--- config.mk ---
export PLATFORM = sky130hd
export DESIGN_NAME = dram_port_arbiter
export DESIGN_NICKNAME = d
export VERILOG_FILES = /design/src/rtl/dram_arb_pkg.sv /design/src/rtl/dram_arb_select.sv /design/src/rtl/dram_port_arbiter.sv
export SDC_FILE = /design/constraint.sdc
export NUM_CORES = 1
export LEC_CHECK = 0
export BUFFER_PORTS_ARGS = -buffer_cell sky130_fd_sc_hd__buf_2
export CORE_ASPECT_RATIO = 0.8
export CORE_MARGIN = 2
export CORE_UTILIZATION = 49
export DETAILED_ROUTE_END_ITERATION = 12
export GPL_TIMING_DRIVEN = 0
export PLACE_DENSITY_LB_ADDON = 0.3
export SYNTH_ARGS = -nofsm -noshare
export SYNTH_HDL_FRONTEND = slang
export SYNTH_SLANG_ARGS = --single-unit
--- constraint.sdc ---
create_clock -name clk -period 2.6 [get_ports clk]
set_clock_uncertainty 0.05 [all_clocks]
set_input_delay 0 -clock clk [delete_from_list [all_inputs] [get_ports clk]]
set_output_delay 0 -clock clk [all_outputs]
set_load 0.005 [all_outputs]
--- src/rtl/dram_arb_pkg.sv ---
// Shared types and default widths for the DRAM port arbiter.
package dram_arb_pkg;

    typedef enum logic [1:0] {
        IDLE   = 2'd0,
        ACCESS = 2'd1,
        RESP   = 2'd2
    } state_t;

    localparam logic OWN_IF  = 1'b0;
    localparam logic OWN_MEM = 1'b1;

    localparam int ADDR_W_DEF = 32;
    localparam int DATA_W_DEF = 32;
    localparam int CNT_W_DEF  = 32;

endpackage

--- src/rtl/dram_arb_select.sv ---
// Two-way grant picker: mem over fetch, or alternating on a tie when
// DRAM_ARB_ROUND_ROBIN_EN is defined (rr_ptr = owner granted last).
module dram_arb_select
    import dram_arb_pkg::*;
(
`ifdef DRAM_ARB_ROUND_ROBIN_EN
    input  logic rr_ptr,
`endif
    input  logic req_if,
    input  logic req_mem,
    output logic winner,
    output logic valid
);

    always_comb begin
        valid  = req_if | req_mem;
        winner = req_mem ? OWN_MEM : OWN_IF;
`ifdef DRAM_ARB_ROUND_ROBIN_EN
        if (req_if && req_mem)
            winner = (rr_ptr == OWN_MEM) ? OWN_IF : OWN_MEM;
`endif
    end

endmodule

--- src/rtl/dram_port_arbiter.sv ---
// Shares one DRAM/cache port between instruction fetch and load/store.
// Optional tie-breaking by round robin: DRAM_ARB_ROUND_ROBIN_EN.
module dram_port_arbiter
    import dram_arb_pkg::*;
#(
    parameter int ADDR_W = ADDR_W_DEF,
    parameter int DATA_W = DATA_W_DEF,
    parameter int CNT_W  = CNT_W_DEF
) (
    input  logic              clk,
    input  logic              rstn,
    input  logic              if_req,
    input  logic [ADDR_W-1:0] if_addr,
    output logic              if_gnt,
    output logic              if_done,
    output logic [DATA_W-1:0] if_rdata,
    input  logic              mem_req,
    input  logic              mem_we,
    input  logic [ADDR_W-1:0] mem_addr,
    input  logic [DATA_W-1:0] mem_wdata,
    output logic              mem_gnt,
    output logic              mem_done,
    output logic [DATA_W-1:0] mem_rdata,
    output logic [ADDR_W-1:0] addr,
    output logic [DATA_W-1:0] wdata,
    input  logic [DATA_W-1:0] rdata,
    output logic              write_enable_DRAM,
    output logic              read_enable_DRAM,
    input  logic              miss,
    output logic [CNT_W-1:0]  stall_cnt
);

    state_t            state, next_state;
    logic              owner;
    logic              lat_we;
    logic [ADDR_W-1:0] lat_addr;
    logic [DATA_W-1:0] lat_wdata;
    logic              winner, sel_valid, grant;

    assign grant = sel_valid && (state != ACCESS);

`ifdef DRAM_ARB_ROUND_ROBIN_EN
    logic rr_ptr;

    always_ff @(posedge clk or negedge rstn) begin
        if (!rstn)      rr_ptr <= OWN_IF;
        else if (grant) rr_ptr <= winner;
    end

    dram_arb_select u_sel (
        .rr_ptr  (rr_ptr),
        .req_if  (if_req),
        .req_mem (mem_req),
        .winner  (winner),
        .valid   (sel_valid)
    );
`else
    dram_arb_select u_sel (
        .req_if  (if_req),
        .req_mem (mem_req),
        .winner  (winner),
        .valid   (sel_valid)
    );
`endif

    always_ff @(posedge clk or negedge rstn) begin
        if (!rstn) state <= IDLE;
        else       state <= next_state;
    end

    always_comb begin
        next_state        = state;
        if_gnt            = grant && (winner == OWN_IF);
        mem_gnt           = grant && (winner == OWN_MEM);
        if_done           = 1'b0;
        mem_done          = 1'b0;
        addr              = '0;
        wdata             = '0;
        read_enable_DRAM  = 1'b0;
        write_enable_DRAM = 1'b0;
        case (state)
            IDLE: if (grant) next_state = ACCESS;
            ACCESS: begin
                addr              = lat_addr;
                wdata             = lat_wdata;
                read_enable_DRAM  = ~lat_we;
                write_enable_DRAM = lat_we;
                if (!miss) next_state = RESP;
            end
            RESP: begin
                if_done    = (owner == OWN_IF);
                mem_done   = (owner == OWN_MEM);
                next_state = grant ? ACCESS : IDLE;
            end
            default: next_state = IDLE;
        endcase
    end

    // Request fields are captured only in the grant cycle; the port replays them.
    always_ff @(posedge clk or negedge rstn) begin
        if (!rstn) begin
            owner     <= OWN_IF;
            lat_we    <= 1'b0;
            lat_addr  <= '0;
            lat_wdata <= '0;
        end else if (grant) begin
            owner     <= winner;
            lat_we    <= (winner == OWN_MEM) ? mem_we : 1'b0;
            lat_addr  <= (winner == OWN_MEM) ? mem_addr : if_addr;
            lat_wdata <= (winner == OWN_MEM) ? mem_wdata : '0;
        end
    end

    always_ff @(posedge clk or negedge rstn) begin
        if (!rstn) begin
            if_rdata  <= '0;
            mem_rdata <= '0;
        end else if (state == ACCESS && !miss && !lat_we) begin
            if (owner == OWN_IF) if_rdata  <= rdata;
            else                 mem_rdata <= rdata;
        end
    end

    always_ff @(posedge clk or negedge rstn) begin
        if (!rstn)
            stall_cnt <= '0;
        else if (state == ACCESS && miss && stall_cnt != {CNT_W{1'b1}})
            stall_cnt <= stall_cnt + CNT_W'(1);
    end

endmodule

Word-level counts from Yosys, hierarchy flattened:

Index checks and enable logic that the tools add are counted.
W data, S select, Z words.

* register bits: 164
* bits in read-only memories: 0
* memories kept: 0
* logic and storage cells: 46
* output and inout port bits: 166
* memory bits (writable): 0
* latch bits: 0

* shifts and indexed selects: 0
* bitwise logic cells: 4
* $mul: 0
* add/subtract/negate cells: 1
* eq/ne operators: 6
* reduce and logical (&&, ||, !) cells: 13
* div/mod/pow operators: 0
* mux-type cells: 14
* order comparisons: 0

Operators with widths (number)
* $mux W32: 4
* $add A32 B1 Y32 const B: 1
* $ne A32 B32 Y1 const B: 1
* $logic_and A1 B1 Y1: 7
* $mux W1: 7
* $pmux W2 S3: 1
* $reduce_and A2 Y1: 3
* $mux W2: 2
* $ne A2 B2 Y1 const B: 2
* $not A1 Y1: 3
* $eq A2 B1 Y1 const B: 1
* $eq A2 B2 Y1 const B: 1
* $logic_not A1 Y1: 2
* $logic_not A2 Y1: 1
* $ne A2 B1 Y1 const B: 1
* $or A1 B1 Y1: 1

Depth between registers and ports, before layout:

Gate-level depths: netlist of run 1.

* word-level depth: 4
* mapped depth: 7
* gate-level depth less buffers: 6

By module:

Synthesis of run 1 repeated with hierarchy kept, for this count alone.

* cell total of the unflattened synthesis: 665
* area total of the unflattened synthesis: 7355.8 µm²

Modules (own cells, without submodules)
* dram_port_arbiter: instances 1, area each 7342.0 µm², cells an instance 663
* dram_arb_select: instances 1, area each 13.8 µm², cells an instance 2

Least setup slack after synthesis of run 1:

OpenSTA, ideal clock, no wires.

* kind: flip-flop to flip-flop
* from: register stall_cnt[0]
* to: register stall_cnt[1]
* cell stages (with the launch flop): 6
* setup slack: 731 ps
* library setup time: 125 ps
* buffers on the path: 1
* data required time: 2425 ps
* arrival time: 1694 ps
* cells stage by stage: dfrtp_1 -> ha_1 -> and3_2 -> buf_2 -> a31oi_1 -> mux2_2

* word-level cells in the longest chain between the ends: 2

Ends and longest elaborated chain
* from (decl): RTL line dram_port_arbiter.sv:30 `output logic [CNT_W-1:0] stall_cnt`
* from (signal assigned): RTL line dram_port_arbiter.sv:128 `stall_cnt <= stall_cnt + CNT_W'(1);`
* branches (longest 2 deep; another with $add A32 B1 Y32)

Parallel ways; which one is timed is not known.
A chain may end at the register's enable or synchronous reset.

Worst setup path after layout of run 1:

* from: register state[0]
* to: register lat_addr[21]

* word-level cells in the longest chain between the ends: 2

Ends and longest elaborated chain
* from (decl): RTL line dram_port_arbiter.sv:33 `state_t state, next_state;`
* from (signal assigned): RTL line dram_port_arbiter.sv:68 `else state <= next_state;`
* $ne A2 B1 Y1: RTL line dram_port_arbiter.sv:40 `assign grant = sel_valid && (state != ACCESS);`
* $logic_and A1 B1 Y1: RTL line dram_port_arbiter.sv:40
* to (signal assigned): RTL line dram_port_arbiter.sv:109 `lat_addr <= (winner == OWN_MEM) ? mem_addr : if_addr;`
* to (decl): RTL line dram_port_arbiter.sv:36 `logic [ADDR_W-1:0] lat_addr;`

Every way passes these cells.

==> results.py, run 1 <==
metrics = {
    "timing": {
        "finalSetupTns_ns": 0,
        "slew-limit-headroom_pct": 57.3,
        "whs_ns": 0.0335,
        "tightest_slew_ns": 0.640,
        "finalSetupViolations": 0,
        "finalHoldViolations": 0,
        "finalCritPeriodShare_pct": 94.0,
        "fmaxAchievable_ghz": 0.409,
        "min_period_ns": 2.44,
        "rsz0062_at_grt": "false",
        "slew_violations": 0,
    },
    "outcome": {
        "outcome": "finished clean",
    },
    "yosys": {
        "ys_top_cells_by_area": "dfrtp_1 56%, mux2_2 9.8%, and2_1 5.9%",
        "synthArstFlopShare_pct": 100,
        "synthAdderAreaFrac_pct": 0.170,
        "synth_xor_area_share_pct": 3.57,
        "synth-simple-area-share_pct": 17.3,
        "synthCells": 618,
        "synth_top_area_share_pct": 55.8,
        "netlist_area_um2": 7350,
        "yosysSeqAreaShare_pct": 55.8,
        "synth_nets": 753,
        "synth_top_family_by_area": "simple AND/OR/NAND/NOR gates",
        "ys_ff_latch": 164,
        "synthFlopType": "dfrtp_1",
        "synth.distinct_cells": 36,
        "yosysWarnings": 0,
        "avgSynthCellArea_um2": 11.9,
        "synth_edf_count": 0,
        "muxShareOfSynthArea_pct": 9.95,
        "synth_compound_area_share_pct": 10.8,
        "synth_top_cell_by_area": "dfrtp_1",
    },
    "clocking": {
        "post_cts_buffers": 0,
        "path_clk_slew_ns": 0.07,
        "cts_tree": "yes",
        "clock_sink_count": 164,
        "cts_buffer_depth": 2,
        "h-tree-depth": 4,
        "cts_root_buffer": "clkbuf_16",
        "clock_latency_ns": 0.42,
        "cts_made_buffers": 17,
    },
    "job": {
        "cap_violations": 0,
    },
    "placement": {
        "place_area_um2": 9110,
        "hpwl_mm": 14.7,
        "place_congestion": 0.837,
        "portBuffers": 297,
    },
    "routing": {
        "detail_route.wl_per_cell_um": 18.6,
        "ant_nets": 0,
        "drtIter0Drc": 423,
        "drc": 0,
        "drt-vias-per-instance": 5.41,
        "wl_mm": 23.6,
        "firstDrtPassIters": 4,
        "num_vias": 6860,
    },
    "pwr": {
        "leakagePower_nw": 5.62,
        "p_per_area_nw_per_um2": 1010,
        "ir_worst_vdd_mv": 0.717,
    },
    "layout": {
        "fin_util_pct": 74.3,
        "area_growth_pct": 50.3,
        "fill_cells": 976,
        "drive_gt1_share_pct": 38.6,
        "regArea_um2": 4100,
        "nets": 1201,
        "stdcell_area_um2": 11100,
        "multiInputGateArea_um2": 3080,
    },
    "critical_path": {
        "r2r_slack_ns": 0.16,
        "crit_arrival_ns": 2.75,
        "critPathLaunchType": "flip-flop",
        "critPathKind": "flip-flop to flip-flop",
        "critPathLaunch": "state[0]$_DFFE_PN0P_",
        "cpLargestDelayFamily": "buffers and inverters",
        "critPathCaptureType": "flip-flop",
        "path_depth": 7,
        "path_max_fanout": 10,
        "worst-path-buf-inv": 4,
        "reg2reg_to": "lat_addr[21]$_DFFE_PN0N_",
        "reg2reg_from": "state[0]$_DFFE_PN0P_",
        "crit_chain": "nand2b_1, buf_2, and2_1, clkbuf_1, clkbuf_1, a211o_1, dlygate4sd3_1",
        "cp-endpoint": "lat_addr[21]$_DFFE_PN0N_",
        "cp_slowest_stage_delay_ns": 0.56,
        "cp_common_cell": "clkbuf_1",
        "critPathSlowestCell": "dlygate4sd3_1",
        "worst_r2r_path_depth": 7,
        "crit_required_ns": 2.91,
    },
    "global_route": {
        "grtUsageTotal_pct": 29.5,
        "grt_pass1_vias": 7192,
        "grt_pass1_wl_mm": 36.9,
        "antenna_found_initial": 1,
        "gr-total-overflow": 0,
        "grt_max_degree": 112,
    },
    "floorplanning": {
        "die_h_um": 114,
        "die_w_um": 141,
        "core_area_um2": 14900,
        "start_util_pct": 49.5,
        "fp-row-count": 40,
        "die_area_um2": 16000,
        "pin_count": 300,
    },
    "worst_hold_path": {
        "hp-class": "primary input to asynchronous set/reset pin",
    },
}
[synth_stat cells, drive strengths merged (2+ instances only)]
library cell / instances
buf: 17
clkbuf: 24
nand3: 48
and2: 69
and4: 2
mux2: 65
a211o: 32
and3: 11
nor3: 3
nand2b: 33
nor4: 4
nand2: 8
a21oi: 34
a31oi: 3
a22o: 33
dfrtp: 164
xor2: 10
xnor2: 20
and3b: 2
nor2: 12
nand4: 14
o21ai: 2
[flip-flops by register name (all words and copies together), names as in the netlist]
| register | count |
|---|---|
| lat_wdata | 32 |
| mem_rdata | 32 |
| lat_addr | 32 |
| owner | 1 |
| if_rdata | 32 |
| state | 2 |
| stall_cnt | 32 |
| lat_we | 1 |
[timing repair]
action                                  CTS  global route
hold endpoints to repair                295             0
gates resized for setup                   0             3
hold buffers                            131             0
endpoints found under the setup margin    0             2
[worst register-to-register path, cell delays in order (launching register included)]
cell and delay, ns:
dfrtp_1 0.42, nand2b_1 0.08, buf_2 0.29, and2_1 0.18
clkbuf_1 0.15, clkbuf_1 0.44, a211o_1 0.21, dlygate4sd3_1 0.56
[kinds of logic after synthesis]
| group | count (synthesis) |
|---|---|
| AO/OA/AOI/OAI | 106 |
| XOR/XNOR | 30 |
| adder cells (fa/ha/maj) | 1 |
| buffers and inverters | 41 |
| flip-flops | 164 |
| multiplexers | 65 |
| AND/OR/NAND/NOR | 211 |
[worst min path at each step]
stage                            start                         to  slack (ns)
final                             rstn  lat_wdata[12]$_DFFE_PN0N_        0.03
after global routing              rstn  lat_wdata[12]$_DFFE_PN0N_        0.07
after CTS                         rstn   lat_wdata[5]$_DFFE_PN0N_        0.04
after detailed placement          rstn   lat_wdata[5]$_DFFE_PN0N_       -0.11
after global placement    mem_addr[13]   lat_addr[13]$_DFFE_PN0N_        0.16
after floorplan                   rstn    if_rdata[0]$_DFFE_PN0P_       -0.35
[power breakdown]
group	leakage, nW	switching, mW	total [mW]	internal, mW
clock network	0.289	1.05	2.65	1.60
registers	2.05	0.583	4.18	3.59
logic	3.28	1.99	4.32	2.33
total	5.62	3.62	11.1	7.52
[through the flow]
step / std cells / setup WS [ns] / total power [mW]
floorplan: 618 / 0.731 / 6.15
global placement: 1104 / -1.08 / 7.72
detailed placement: 1105 / 0.502 / 7.86
CTS: 1268 / 0.188 / 11.0
global route: 1269 / 0.0125 / 11.8
finish: 1269 / 0.157 / 11.1
[layer usage]
metal | global-route usage [%] | routed length [um] | up-vias
met3 | 7.18 | 1730 | 84
met4 | 15.3 | 1080 | 0
li1 | - | - | 3112
met5 | 0 | 0 | -
met2 | 50.6 | 11700 | 330
met1 | 34.9 | 9160 | 3334
[layout by cell type (no fill, tap or decap), types with 4 or more instances in the layout]
| cell | instances |
|---|---|
| nand4_1 | 14 |
| clkinvlp_4 | 4 |
| a21oi_1 | 34 |
| a211o_1 | 32 |
| clkbuf_1 | 25 |
| nand2_1 | 8 |
| clkbuf_16 | 17 |
| and2_1 | 69 |
| nor2_1 | 12 |
| mux2_2 | 64 |
| nand3_1 | 48 |
| a22o_1 | 33 |
| xor2_1 | 10 |
| dlygate4sd3_1 | 131 |
| xnor2_1 | 20 |
| and3_1 | 8 |
| dfrtp_1 | 164 |
| nand2b_1 | 33 |
| buf_2 | 309 |
[final cells by class]
type                    instances  area share [%]
flip-flops and latches        164            37.1
multi-input cells             413            27.9
repair buffers                429            25.7
clock buffers                  22            4.29
well taps                     189            2.14
plain buffers                  41            1.56
clock inverters                10            1.32
diodes                          1          0.0226
Power figures use the tool's default switching activity.
==> run 2, diff against run 1 <==
- CORE_UTILIZATION: 49 -> 50
- clock period: 2.6 -> 3.05 ns (I/O delays scaled with it)
==> run 2 against run 1 <==
Against the previous run:
- clock-buffer cell count is 5 lower
- hold slack better by 0.010 ns
- wire length is 2.4% higher
- largest power group unchanged
- non-clock buffer count stayed put
==> results.py, run 2 (synthesis results as in run 1) <==
metrics = {
    "layout": {
        "area_growth_pct": 50.1,
        "regArea_um2": 4100,
        "fin_util_pct": 77.0,
        "mostFrequentLayoutCells": "309 x buf_2, 164 x dfrtp_1, 131 x dlygate4sd3_1",
        "final_common_cell": "buf_2",
        "fill_cells": 882,
        "drive_gt1_share_pct": 38.6,
        "multiInputGateArea_um2": 3080,
        "stdcell_count": 1264,
        "nets": 1201,
    },
    "global_route": {
        "antenna_found_initial": 1,
        "grt_max_degree": 104,
        "gr-total-overflow": 0,
        "grt_pass1_vias": 7217,
        "grt_pass1_wl_mm": 38.0,
        "grtUsageTotal_pct": 30.6,
    },
    "floorplanning": {
        "die_w_um": 140,
        "core_area_um2": 14300,
        "pin_count": 300,
        "die_area_um2": 15700,
        "fp-row-count": 39,
        "start_util_pct": 51.3,
        "die_h_um": 112,
    },
    "clocking": {
        "cts_tree": "yes",
        "path_clk_slew_ns": 0.07,
        "post_cts_buffers": 0,
        "cts_buffer_depth": 2,
        "ctsHoldBuffers": 131,
        "clock_latency_ns": 0.42,
        "h-tree-depth": 4,
        "cts_root_buffer": "clkbuf_16",
        "cts_resized": 0,
        "clock_sink_count": 164,
        "cts_made_buffers": 17,
    },
    "critical_path": {
        "crit_chain": "and2b_2, clkbuf_1, clkbuf_1, and2_1, a211o_1, dlygate4sd3_1",
        "critPathKind": "flip-flop to flip-flop",
        "critPathSlowestCell": "dlygate4sd3_1",
        "worst-path-buf-inv": 3,
        "crit_required_ns": 3.35,
        "path_depth": 6,
        "cpLargestDelayFamily": "buffers and inverters",
        "cp_slowest_stage_delay_ns": 0.56,
        "cp_common_cell": "clkbuf_1",
        "critPathCaptureType": "flip-flop",
        "crit_arrival_ns": 2.76,
        "critPathLaunchType": "flip-flop",
        "worst_r2r_path_depth": 6,
        "path_max_fanout": 10,
    },
    "pwr": {
        "p_per_area_nw_per_um2": 862,
        "switching_share_pct": 33.8,
        "p_int_mw": 6.30,
        "pwr-share-seq_pct": 37.7,
        "pwr-share-clk_pct": 23.4,
        "p_total_mw": 9.52,
        "combPwrFrac_pct": 38.9,
        "p_switching_mw": 3.22,
        "ir_worst_vdd_mv": 0.682,
        "leakagePower_nw": 5.63,
    },
    "timing": {
        "slew_violations": 0,
        "rsz0062_at_grt": "false",
        "finalSetupViolations": 0,
        "min_period_ns": 2.46,
        "finalCritPeriodShare_pct": 80.7,
        "finalHoldViolations": 0,
        "slew-limit-headroom_pct": 58.2,
        "tightest_slew_ns": 0.622,
        "whs_ns": 0.0435,
        "fmaxAchievable_ghz": 0.406,
    },
    "routing": {
        "ant_nets": 0,
        "wl_mm": 24.2,
        "drc": 0,
        "drt-vias-per-instance": 5.48,
        "detail_route.wl_per_cell_um": 19.1,
        "drtIter0Drc": 441,
        "firstDrtPassIters": 5,
        "num_vias": 6921,
    },
    "placement": {
        "numPlacedInstances": 1100,
        "hpwl_mm": 15.2,
        "place_congestion": 0.808,
        "portBuffers": 297,
    },
    "job": {
        "cap_violations": 0,
    },
    "worst_hold_path": {
        "hp-class": "primary input to asynchronous set/reset pin",
    },
    "outcome": {
        "outcome": "finished clean",
    },
}
==> run 2: cell types whose count changed in the layout (fill, tap and decap cells not counted), sizes merged <==
cell / before / now
buf: 314 / 315
bufinv: 3 / 2
clkbuf: 47 / 41
clkinv: 2 / 6
clkinvlp: 4 / 1
inv: 1 / 6
==> run 2: path summary, 6_finish.rpt <==
kind / endpoint / slack [ns] / startpoint
worst max-delay path: lat_addr[19]$_DFFE_PN0N_ / 0.59 / state[1]$_DFFE_PN0P_
worst min-delay path: lat_wdata[29]$_DFFE_PN0N_ / 0.04 / rstn
worst max register to register: lat_addr[19]$_DFFE_PN0N_ / 0.59 / state[1]$_DFFE_PN0P_
worst min register to register: if_rdata[6]$_DFFE_PN0P_ / 0.44 / if_rdata[6]$_DFFE_PN0P_
max in group asynchronous: stall_cnt[28]$_DFFE_PN0P_ / 2.03 / rstn
min in group clk: lat_wdata[30]$_DFFE_PN0N_ / 0.29 / mem_wdata[30]
==> run 2: worst reg2reg max path: stages (launching register included) <==
cell,delay (ns)
dfrtp_1,0.40
and2b_2,0.26
clkbuf_1,0.36
clkbuf_1,0.43
and2_1,0.23
a211o_1,0.11
dlygate4sd3_1,0.56
==> run 2: per-layer routing <==
layer	GRT usage (%)	part of all wire, %
met2	53.1	50
met1	36.8	38
met4	12.3	3.4
met3	7.94	7.8
met5	0	0
==> run 2: area by class of cell <==
| type | instances | area share [%] |
|---|---|---|
| tap | 184 | 2.09 |
| clock inverter | 15 | 1.76 |
| antenna | 1 | 0.0227 |
| multi-input combinational | 413 | 27.9 |
| buffer | 41 | 1.54 |
| timing repair buffer | 429 | 25.7 |
| clock buffer | 17 | 3.85 |
| sequential | 164 | 37.2 |
==> run 2: power groups by stage <==
stage / clock network, mW / registers (mW) / logic, mW
after floorplan: 0 / 3.52 / 1.72
after global routing: 2.35 / 3.69 / 3.99
after CTS: 2.25 / 3.54 / 3.60
after global placement: 0 / 3.50 / 3.10
after detailed placement: 0 / 3.56 / 3.17
final: 2.23 / 3.59 / 3.70
==> run 2: through the flow <==
stage	setup WS, ns	TNS, ns	area [um^2]
finish	0.589	0	11000
floorplan	1.18	0	7350
detailed placement	0.906	0	9110
global route	0.465	0	11000
global placement	-0.633	-100.93	9070
CTS	0.620	0	11000
